**config.mk**
```make
export PLATFORM = sky130hd
export DESIGN_NAME = spatz_top
export DESIGN_NICKNAME = d
export VERILOG_FILES = /design/src/rtl/core_v_xif_pkg.sv /design/src/rtl/spatz_pkg.sv /design/src/rtl/spatz_vcsr.sv /design/src/rtl/spatz_top.sv
export SDC_FILE = /design/constraint.sdc
export NUM_CORES = 1
export LEC_CHECK = 0
export BUFFER_PORTS_ARGS = -buffer_cell sky130_fd_sc_hd__buf_4
export CELL_PAD_IN_SITES_DETAIL_PLACEMENT = 0
export CELL_PAD_IN_SITES_GLOBAL_PLACEMENT = 1
export CORE_MARGIN = 4
export CORE_UTILIZATION = 44
export CTS_CLUSTER_SIZE = 40
export DETAILED_ROUTE_END_ITERATION = 7
export PLACE_DENSITY_LB_ADDON = 0.1
export RECOVER_POWER = 100
export SYNTH_ARGS = -nofsm -noshare
export SYNTH_HDL_FRONTEND = slang
export SYNTH_SLANG_ARGS = --single-unit
export TNS_END_PERCENT = 20
```
**constraint.sdc**
```tcl
create_clock -name clk_i -period 10.71 [get_ports clk_i]
set_input_delay 0.5355 -clock clk_i [delete_from_list [all_inputs] [get_ports clk_i]]
set_output_delay 0.5355 -clock clk_i [all_outputs]
set_load 0.02 [all_outputs]
```
**src/rtl/core_v_xif_pkg.sv**
```systemverilog
// Minimal CORE-V eXtension interface types used by the Spatz configuration front end.
package core_v_xif_pkg;

  typedef struct packed {
    logic [31:0]      instr;
    logic [1:0][31:0] rs;
  } x_issue_req_t;

  typedef struct packed {
    logic accept;
    logic writeback;
    logic exc;
  } x_issue_resp_t;

  typedef struct packed {
    logic [31:0] data;
    logic [4:0]  rd;
    logic        we;
  } x_result_t;

endpackage

```
**src/rtl/spatz_pkg.sv**
```systemverilog
// Spatz vector configuration constants, vtype layout and VLMAX helper.
package spatz_pkg;

  localparam int unsigned VLEN  = 512;
  localparam int unsigned ELEN  = 32;
  localparam int unsigned VLENB = VLEN / 8;

  typedef enum logic [2:0] {
    LMul1    = 3'b000,
    LMul2    = 3'b001,
    LMul4    = 3'b010,
    LMul8    = 3'b011,
    LMulRsvd = 3'b100,
    LMulF8   = 3'b101,
    LMulF4   = 3'b110,
    LMulF2   = 3'b111
  } vlmul_e;

  typedef enum logic [2:0] {
    Ew8  = 3'b000,
    Ew16 = 3'b001,
    Ew32 = 3'b010,
    Ew64 = 3'b011
  } vsew_e;

  typedef struct packed {
    logic        vill;
    logic [22:0] reserved;
    logic        vma;
    logic        vta;
    vsew_e       vsew;
    vlmul_e      vlmul;
  } vtype_t;

  localparam logic [31:0] VtypeVill = 32'h8000_0000;

  localparam logic [11:0] CsrVstart = 12'h008;
  localparam logic [11:0] CsrVl     = 12'hC20;
  localparam logic [11:0] CsrVtype  = 12'hC21;
  localparam logic [11:0] CsrVlenb  = 12'hC22;

  localparam logic [6:0] OpcodeV      = 7'h57;
  localparam logic [6:0] OpcodeSystem = 7'h73;
  localparam logic [2:0] F3Cfg        = 3'd7;

  // Returns VLMAX for a vtype, or 0 when the vtype is not supported.
  function automatic logic [31:0] vlmax(vtype_t vt);
    int   lmul_l2;
    int   sew_l2;
    logic legal;
    case (vt.vlmul)
      LMul1:   lmul_l2 = 0;
      LMul2:   lmul_l2 = 1;
      LMul4:   lmul_l2 = 2;
      LMul8:   lmul_l2 = 3;
      LMulF8:  lmul_l2 = -3;
      LMulF4:  lmul_l2 = -2;
      LMulF2:  lmul_l2 = -1;
      default: lmul_l2 = 0;
    endcase
    sew_l2 = 3 + int'(vt.vsew);
    legal  = !vt.vill && (vt.reserved == '0) && (vt.vlmul != LMulRsvd) &&
             (sew_l2 <= $clog2(ELEN)) && (lmul_l2 >= sew_l2 - $clog2(ELEN));
    return legal ? (32'd1 << ($clog2(VLEN) + lmul_l2 - sew_l2)) : 32'd0;
  endfunction

endpackage

```
**src/rtl/spatz_vcsr.sv**
```systemverilog
// Vector CSR state (vstart, vl, vtype) and vl computation for configuration instructions.
module spatz_vcsr
  import spatz_pkg::*;
(
  input  logic        clk_i,
  input  logic        rst_i,
  input  logic        cfg_we_i,
  input  logic [31:0] cfg_vtype_i,
  input  logic [31:0] cfg_avl_i,
  input  logic        cfg_keep_vl_i,
  input  logic        vstart_we_i,
  input  logic [31:0] vstart_wdata_i,
  output logic [31:0] vstart_o,
  output logic [31:0] vl_o,
  output logic [31:0] vtype_o,
  output logic [31:0] cfg_vl_o
);

  logic [31:0] vstart_q, vstart_d;
  logic [31:0] vl_q, vl_d;
  vtype_t      vtype_q, vtype_d;
  logic [31:0] new_vlmax, old_vlmax;
  logic        cfg_ok;

  always_comb begin
    new_vlmax = vlmax(vtype_t'(cfg_vtype_i));
    old_vlmax = vlmax(vtype_q);
    // Keeping vl is only legal when VLMAX (i.e. the SEW/LMUL ratio) is unchanged.
    cfg_ok    = (new_vlmax != '0) && (!cfg_keep_vl_i || (old_vlmax == new_vlmax));
    if (!cfg_ok) begin
      cfg_vl_o = '0;
    end else if (cfg_keep_vl_i) begin
      cfg_vl_o = vl_q;
    end else begin
      cfg_vl_o = (cfg_avl_i < new_vlmax) ? cfg_avl_i : new_vlmax;
    end

    vstart_d = vstart_q;
    vl_d     = vl_q;
    vtype_d  = vtype_q;
    if (cfg_we_i) begin
      vstart_d = '0;
      vl_d     = cfg_vl_o;
      vtype_d  = cfg_ok ? vtype_t'(cfg_vtype_i) : vtype_t'(VtypeVill);
    end else if (vstart_we_i) begin
      vstart_d = vstart_wdata_i;
    end
  end

  always_ff @(posedge clk_i or posedge rst_i) begin
    if (rst_i) begin
      vstart_q <= '0;
      vl_q     <= '0;
      vtype_q  <= vtype_t'(VtypeVill);
    end else begin
      vstart_q <= vstart_d;
      vl_q     <= vl_d;
      vtype_q  <= vtype_d;
    end
  end

  assign vstart_o = vstart_q;
  assign vl_o     = vl_q;
  assign vtype_o  = vtype_q;

endmodule

```
**src/rtl/spatz_top.sv**
```systemverilog
// Spatz configuration front end: X-interface decode of vset{i}vl{i} and vector CSR accesses.
// Optional feature macro: SPATZ_VSETIVLI_EN enables decoding of vsetivli.
module spatz_top
  import spatz_pkg::*;
(
  input  logic                          clk_i,
  input  logic                          rst_i,
  input  logic                          x_issue_valid_i,
  output logic                          x_issue_ready_o,
  input  core_v_xif_pkg::x_issue_req_t  x_issue_req_i,
  output core_v_xif_pkg::x_issue_resp_t x_issue_resp_o,
  output logic                          x_result_valid_o,
  input  logic                          x_result_ready_i,
  output core_v_xif_pkg::x_result_t     x_result_o
);

  logic [31:0] instr;
  logic [6:0]  opcode;
  logic [2:0]  funct3;
  logic [4:0]  rd, rs1;
  logic [11:0] csr_addr;
  logic        cfg_space, is_vsetvli, is_vsetivli, is_vsetvl, is_cfg, is_csr, accept, fire;
  logic [31:0] cfg_vtype, cfg_avl, cfg_vl, csr_rdata, csr_operand, vstart_wdata;
  logic        cfg_keep_vl, vstart_we;
  logic [31:0] vstart, vl, vtype;

  assign instr    = x_issue_req_i.instr;
  assign opcode   = instr[6:0];
  assign funct3   = instr[14:12];
  assign rd       = instr[11:7];
  assign rs1      = instr[19:15];
  assign csr_addr = instr[31:20];

  always_comb begin
    cfg_space  = (opcode == OpcodeV) && (funct3 == F3Cfg);
    is_vsetvli = cfg_space && !instr[31];
    is_vsetvl  = cfg_space && (instr[31:25] == 7'b1000000);
`ifdef SPATZ_VSETIVLI_EN
    is_vsetivli = cfg_space && (instr[31:30] == 2'b11);
`else
    is_vsetivli = 1'b0;
`endif
    is_cfg = is_vsetvli || is_vsetivli || is_vsetvl;

    cfg_vtype   = x_issue_req_i.rs[1];
    cfg_avl     = x_issue_req_i.rs[0];
    cfg_keep_vl = 1'b0;
    if (is_vsetvli) begin
      cfg_vtype = {21'b0, instr[30:20]};
    end else if (is_vsetivli) begin
      cfg_vtype = {22'b0, instr[29:20]};
    end
    if (is_vsetivli) begin
      cfg_avl = {27'b0, rs1};
    end else if (rs1 == 5'd0) begin
      cfg_avl     = '1;
      cfg_keep_vl = (rd == 5'd0);
    end

    csr_rdata = '0;
    is_csr    = 1'b0;
    if ((opcode == OpcodeSystem) && (funct3 != 3'd0) && (funct3 != 3'd4)) begin
      is_csr = 1'b1;
      case (csr_addr)
        CsrVstart: csr_rdata = vstart;
        CsrVl:     csr_rdata = vl;
        CsrVtype:  csr_rdata = vtype;
        CsrVlenb:  csr_rdata = VLENB;
        default:   is_csr = 1'b0;
      endcase
    end

    csr_operand = funct3[2] ? {27'b0, rs1} : x_issue_req_i.rs[0];
    case (funct3[1:0])
      2'b01:   vstart_wdata = csr_operand;
      2'b10:   vstart_wdata = vstart | csr_operand;
      default: vstart_wdata = vstart & ~csr_operand;
    endcase

    accept    = is_cfg || is_csr;
    fire      = x_issue_valid_i && x_issue_ready_o && accept;
    vstart_we = fire && is_csr && (csr_addr == CsrVstart);

    x_issue_resp_o.accept    = accept;
    x_issue_resp_o.writeback = accept && (rd != 5'd0);
    x_issue_resp_o.exc       = !accept;

    x_result_valid_o = x_issue_valid_i && accept && !rst_i;
    x_result_o.data  = is_cfg ? cfg_vl : csr_rdata;
    x_result_o.rd    = rd;
    x_result_o.we    = accept && (rd != 5'd0);
  end

  assign x_issue_ready_o = x_result_ready_i;

  spatz_vcsr u_vcsr (
    .clk_i          (clk_i),
    .rst_i          (rst_i),
    .cfg_we_i       (fire && is_cfg),
    .cfg_vtype_i    (cfg_vtype),
    .cfg_avl_i      (cfg_avl),
    .cfg_keep_vl_i  (cfg_keep_vl),
    .vstart_we_i    (vstart_we),
    .vstart_wdata_i (vstart_wdata),
    .vstart_o       (vstart),
    .vl_o           (vl),
    .vtype_o        (vtype),
    .cfg_vl_o       (cfg_vl)
  );

endmodule

```
==> results by group <==
Timing
  • Setup ws final: 0.8640 ns
  • Final Max Slew Viols: 341
  • Final Skew: 0.01972 ns
  • Fmax: 0.1016 GHz
  • Final cycle utilization of the critical path: 0.9193
  • Actual slew at the worst max-slew pin: 3.448 ns
  • Relative slew slack: -1.299
  • Final hold vios: 0
  • Setup_tns: 0 ns
  • RSZ-0062 raised after global routing: false
  • Post-layout min period: 9.846 ns
  • Final setup fails: 0

Logic synthesis
  • Predominant post-synthesis flop cell: dfrtp_1
  • Simple-Gate Fraction of Synth Area: 0.2426
  • Warnings from Yosys: 0
  • Multiplexer share of the synthesized area: 0.02122
  • Post-synth EDFFs: 0
  • Number of synthesized register bits: 96
  • Largest cells by area after synthesis: dfrtp_1, ha_1, o21ai_0
  • Syn Inst Count: 1227
  • Seq/Total Area, Yosys: 0.2485
  • Area leader, netlist: dfrtp_1
  • Share of the synthesized area in the top cell type: 0.2458
  • Cell variety after synth: 79
  • Mapped cell area: 0.009672 mm²
  • Main combinational cell family by area after synthesis: compound AO/OA/AOI/OAI gates
  • Async SR Flop Fraction: 1.000
  • Post-Synth Adder-Cell Area: 0.1006
  • Syn_area_per_cell: 7.882 µm²
  • Complex-gate fraction of the synthesized area: 0.3167
  • Fraction of synthesized cell area in xor and xnor cells: 0.009056
  • Syn nets: 1403

Status
  • Failing checks: DRC, capacitance limit, slew limit
  • Outcome: finished with violations

Setup path
  • Crit Path Category: input pin to primary output
  • Crit Path Max Fanout: 42
  • Data arrival time of the critical path: 9.31 ns
  • Required time worst endpoint: 10.17 ns
  • CP Capture Type: primary output
  • FF-to-FF Start: u_vcsr.vtype_o[0]
  • Critical Path Source Type: input pin
  • Worst Reg-to-Reg Cells: 17
  • Worst reg-to-reg setup slack: 3.57 ns
  • RR Endpoint: u_vcsr.vl_o[0]

GRT
  • GRT Total Usage: 0.3155
  • Met2 global-route usage: 0.4526
  • Grt met1 use: 0.4548
  • Grt ovf: 0
  • Met3 usage: 0.08518
  • Initial antenna violation count: 2
  • Global-route wire length before repair: a little under 60 mm
  • Vias in the first global route: 9866
  • Largest net degree at the start of global routing: 77
  • Most Crowded Layer GR: met1

Min path
  • Hold path depth: 3
  • Hold_sp: x_issue_req_i[7]
  • Hold Crit Class: input pin to flip-flop
  • Hold endpoint: u_vcsr.vstart_o[7]

Drt
  • Total Wirelength: 39.49 mm
  • Vias/cell: 6.639
  • Length of the first detailed-routing pass in iterations: 8
  • Antenna viol nets, final: 0
  • DRC errors left: 4
  • WL/cell: 24.65 µm
  • Via count: 10640
  • DR iter-0 viols: 1383

Floorplanning
  • Core ar.: 0.02135 mm²
  • Die width: 156.3 µm
  • I/O pin cnt: about 140
  • Initial Util: 0.4529
  • Area of the die: 0.02442 mm²
  • Die height: 156.3 µm
  • Row count: 53

Clock network
  • CTS buffer count: 9
  • PostCTS Resize Cnt: 0
  • Postcts setup bufs: 0
  • Sink Count: 96
  • H-tree depth: 3
  • Reg clk slew, reported paths: 0.07 ns
  • Clk_lat worst skew: between 0.3 and 0.4 ns
  • Clock tree from TritonCTS: done
  • Max Root-Sink Buffers: 2
  • CTS Hold Buffers Added: 0
  • Root Buffer: clkbuf_16

Placement
  • PortBufs: 142
  • Routability Congestion: 0.9997
  • Post-DP Area: 0.01104 mm²
  • Post-DP HPWL: 29.59 mm
  • Dpl ws: 1.333 ns

Final layout
  • Post-route cell area: around 0.011 mm²
  • Final core occ: 0.5213
  • Area Overhead vs Synth: 15.08%
  • Antenna diodes: 0
  • Nets: 1498
  • Fraction of layout cells with a size suffix above 1: 0.1590

Pwr
  • Worst vdd ir: 0.00006404 V
  • Pwr/cell area: 87.31 mW/mm²
  • Static Leak: 4.458 nW

Flow run
  • Max_cap viols: 8
==> logic make-up after synthesis <==
logic type | count (synthesis)
AOI/OAI and AO/OA | 438
xor gates and xnor gates | 10
adders and majority gates | 76
buffers and inverters | 149
DFF | 96
muxes | 20
and+or+nand+nor | 438
==> cells in the final DEF, fill, tap and decap left out, types with 20 or more instances in the layout <==
master    instances
ha_1             73
dfrtp_1          95
nor3_1           22
a21oi_1          54
o21ai_0         134
nand3_1          40
a22oi_1          34
a22o_1           26
nor2_1           61
or2_2            20
nand2_1         116
buf_4           132
a222oi_1         33
o22ai_1          35
clkbuf_1         43
nor4_1           30
nand2b_1         35
inv_1            55
==> worst max-delay path: stages <==
cell and delay, ns:
buf_4 0.35, nand4b_1 0.29, nor4_4 0.20, buf_4 0.27, mux2i_1 0.36, inv_1 0.12
ha_1 0.23, and3b_1 0.17, a41oi_1 0.28, o21a_1 0.28, ha_1 0.27, ha_1 0.36
a21oi_1 0.08, nor2_1 0.29, o21ai_0 0.20, a211o_1 0.47, nor4_4 0.59, nand2_2 0.24
or3b_1 0.43, a32o_1 0.26, nor4_1 0.59, a21oi_4 0.10, clkbuf_1 0.90, o32ai_1 1.13
buf_4 0.27
==> routing by layer <==
layer / wire length (µm) / part of all wire / vias up
met1: 17260 / 0.44 / 5039
met2: 16430 / 0.42 / 627
met3: 4463 / 0.11 / 93
met5: 14 / 0.00035 / -
li1: - / - / 4875
met4: 1318 / 0.033 / 2
==> per-stage QoR <==
step / hold WS [ns] / std cells / total power, mW
after detailed placement: 0.5074 / 1586 / 0.6185
after global placement: 0.5034 / 1586 / 0.6180
after CTS: 0.2007 / 1602 / 0.9750
after floorplan: 0.4684 / 1227 / 0.5253
after global routing: 0.5079 / 1602 / 1.014
final: 0.5038 / 1602 / 0.9718
==> sequential cells by signal, indices dropped and copies added, names as in the netlist <==
register         flops
u_vcsr.vl_o         32
u_vcsr.vstart_o     32
u_vcsr.vtype_o      32
==> final cells by class <==
type,instances,area [µm²]
clock buffers,9,225.2
multi-input cells,982,6684
fillers,2125,10220
inverters,56,211.5
clock inverters,7,95.09
repair buffers,177,1167
flip-flops and latches,96,2404
well taps,275,344.1
==> where the power goes <==
| group | leakage [nW] | internal, mW | total (mW) | switching, mW |
|---|---|---|---|---|
| logic | 2.96 | 0.0882 | 0.252 | 0.163 |
| clock network | 0.157 | 0.189 | 0.358 | 0.169 |
| registers | 1.34 | 0.362 | 0.363 | 0.000361 |
==> synthesized netlist by cell type (all sizes together), types with 11 or more instances <==
cell type and n:
a21oi 55, a222oi 33, a22o 26, a22oi 34, and2 29, and3 11
buf 19, clkbuf 74, dfrtp 95, ha 73, inv 56, mux2i 16
nand2 117, nand2b 36, nand3 40, nand4 19, nor2 63, nor3 23
nor4 36, o2111ai 11, o21ai 141, o22ai 35, o32ai 14, or2 20
==> how the worst max path moves through the flow <==
stage	from	end	slack, ns
final	x_issue_req_i[78]	x_result_o[20]	0.86
after floorplan	x_issue_req_i[76]	x_result_o[7]	2.35
after global placement	x_issue_req_i[78]	x_result_o[17]	1.51
after detailed placement	x_issue_req_i[78]	x_result_o[17]	1.33
after CTS	x_issue_req_i[78]	x_result_o[17]	1.31
after global routing	x_issue_req_i[78]	x_result_o[9]	0.33
Note: power is estimated with default switching activity, not from simulation.
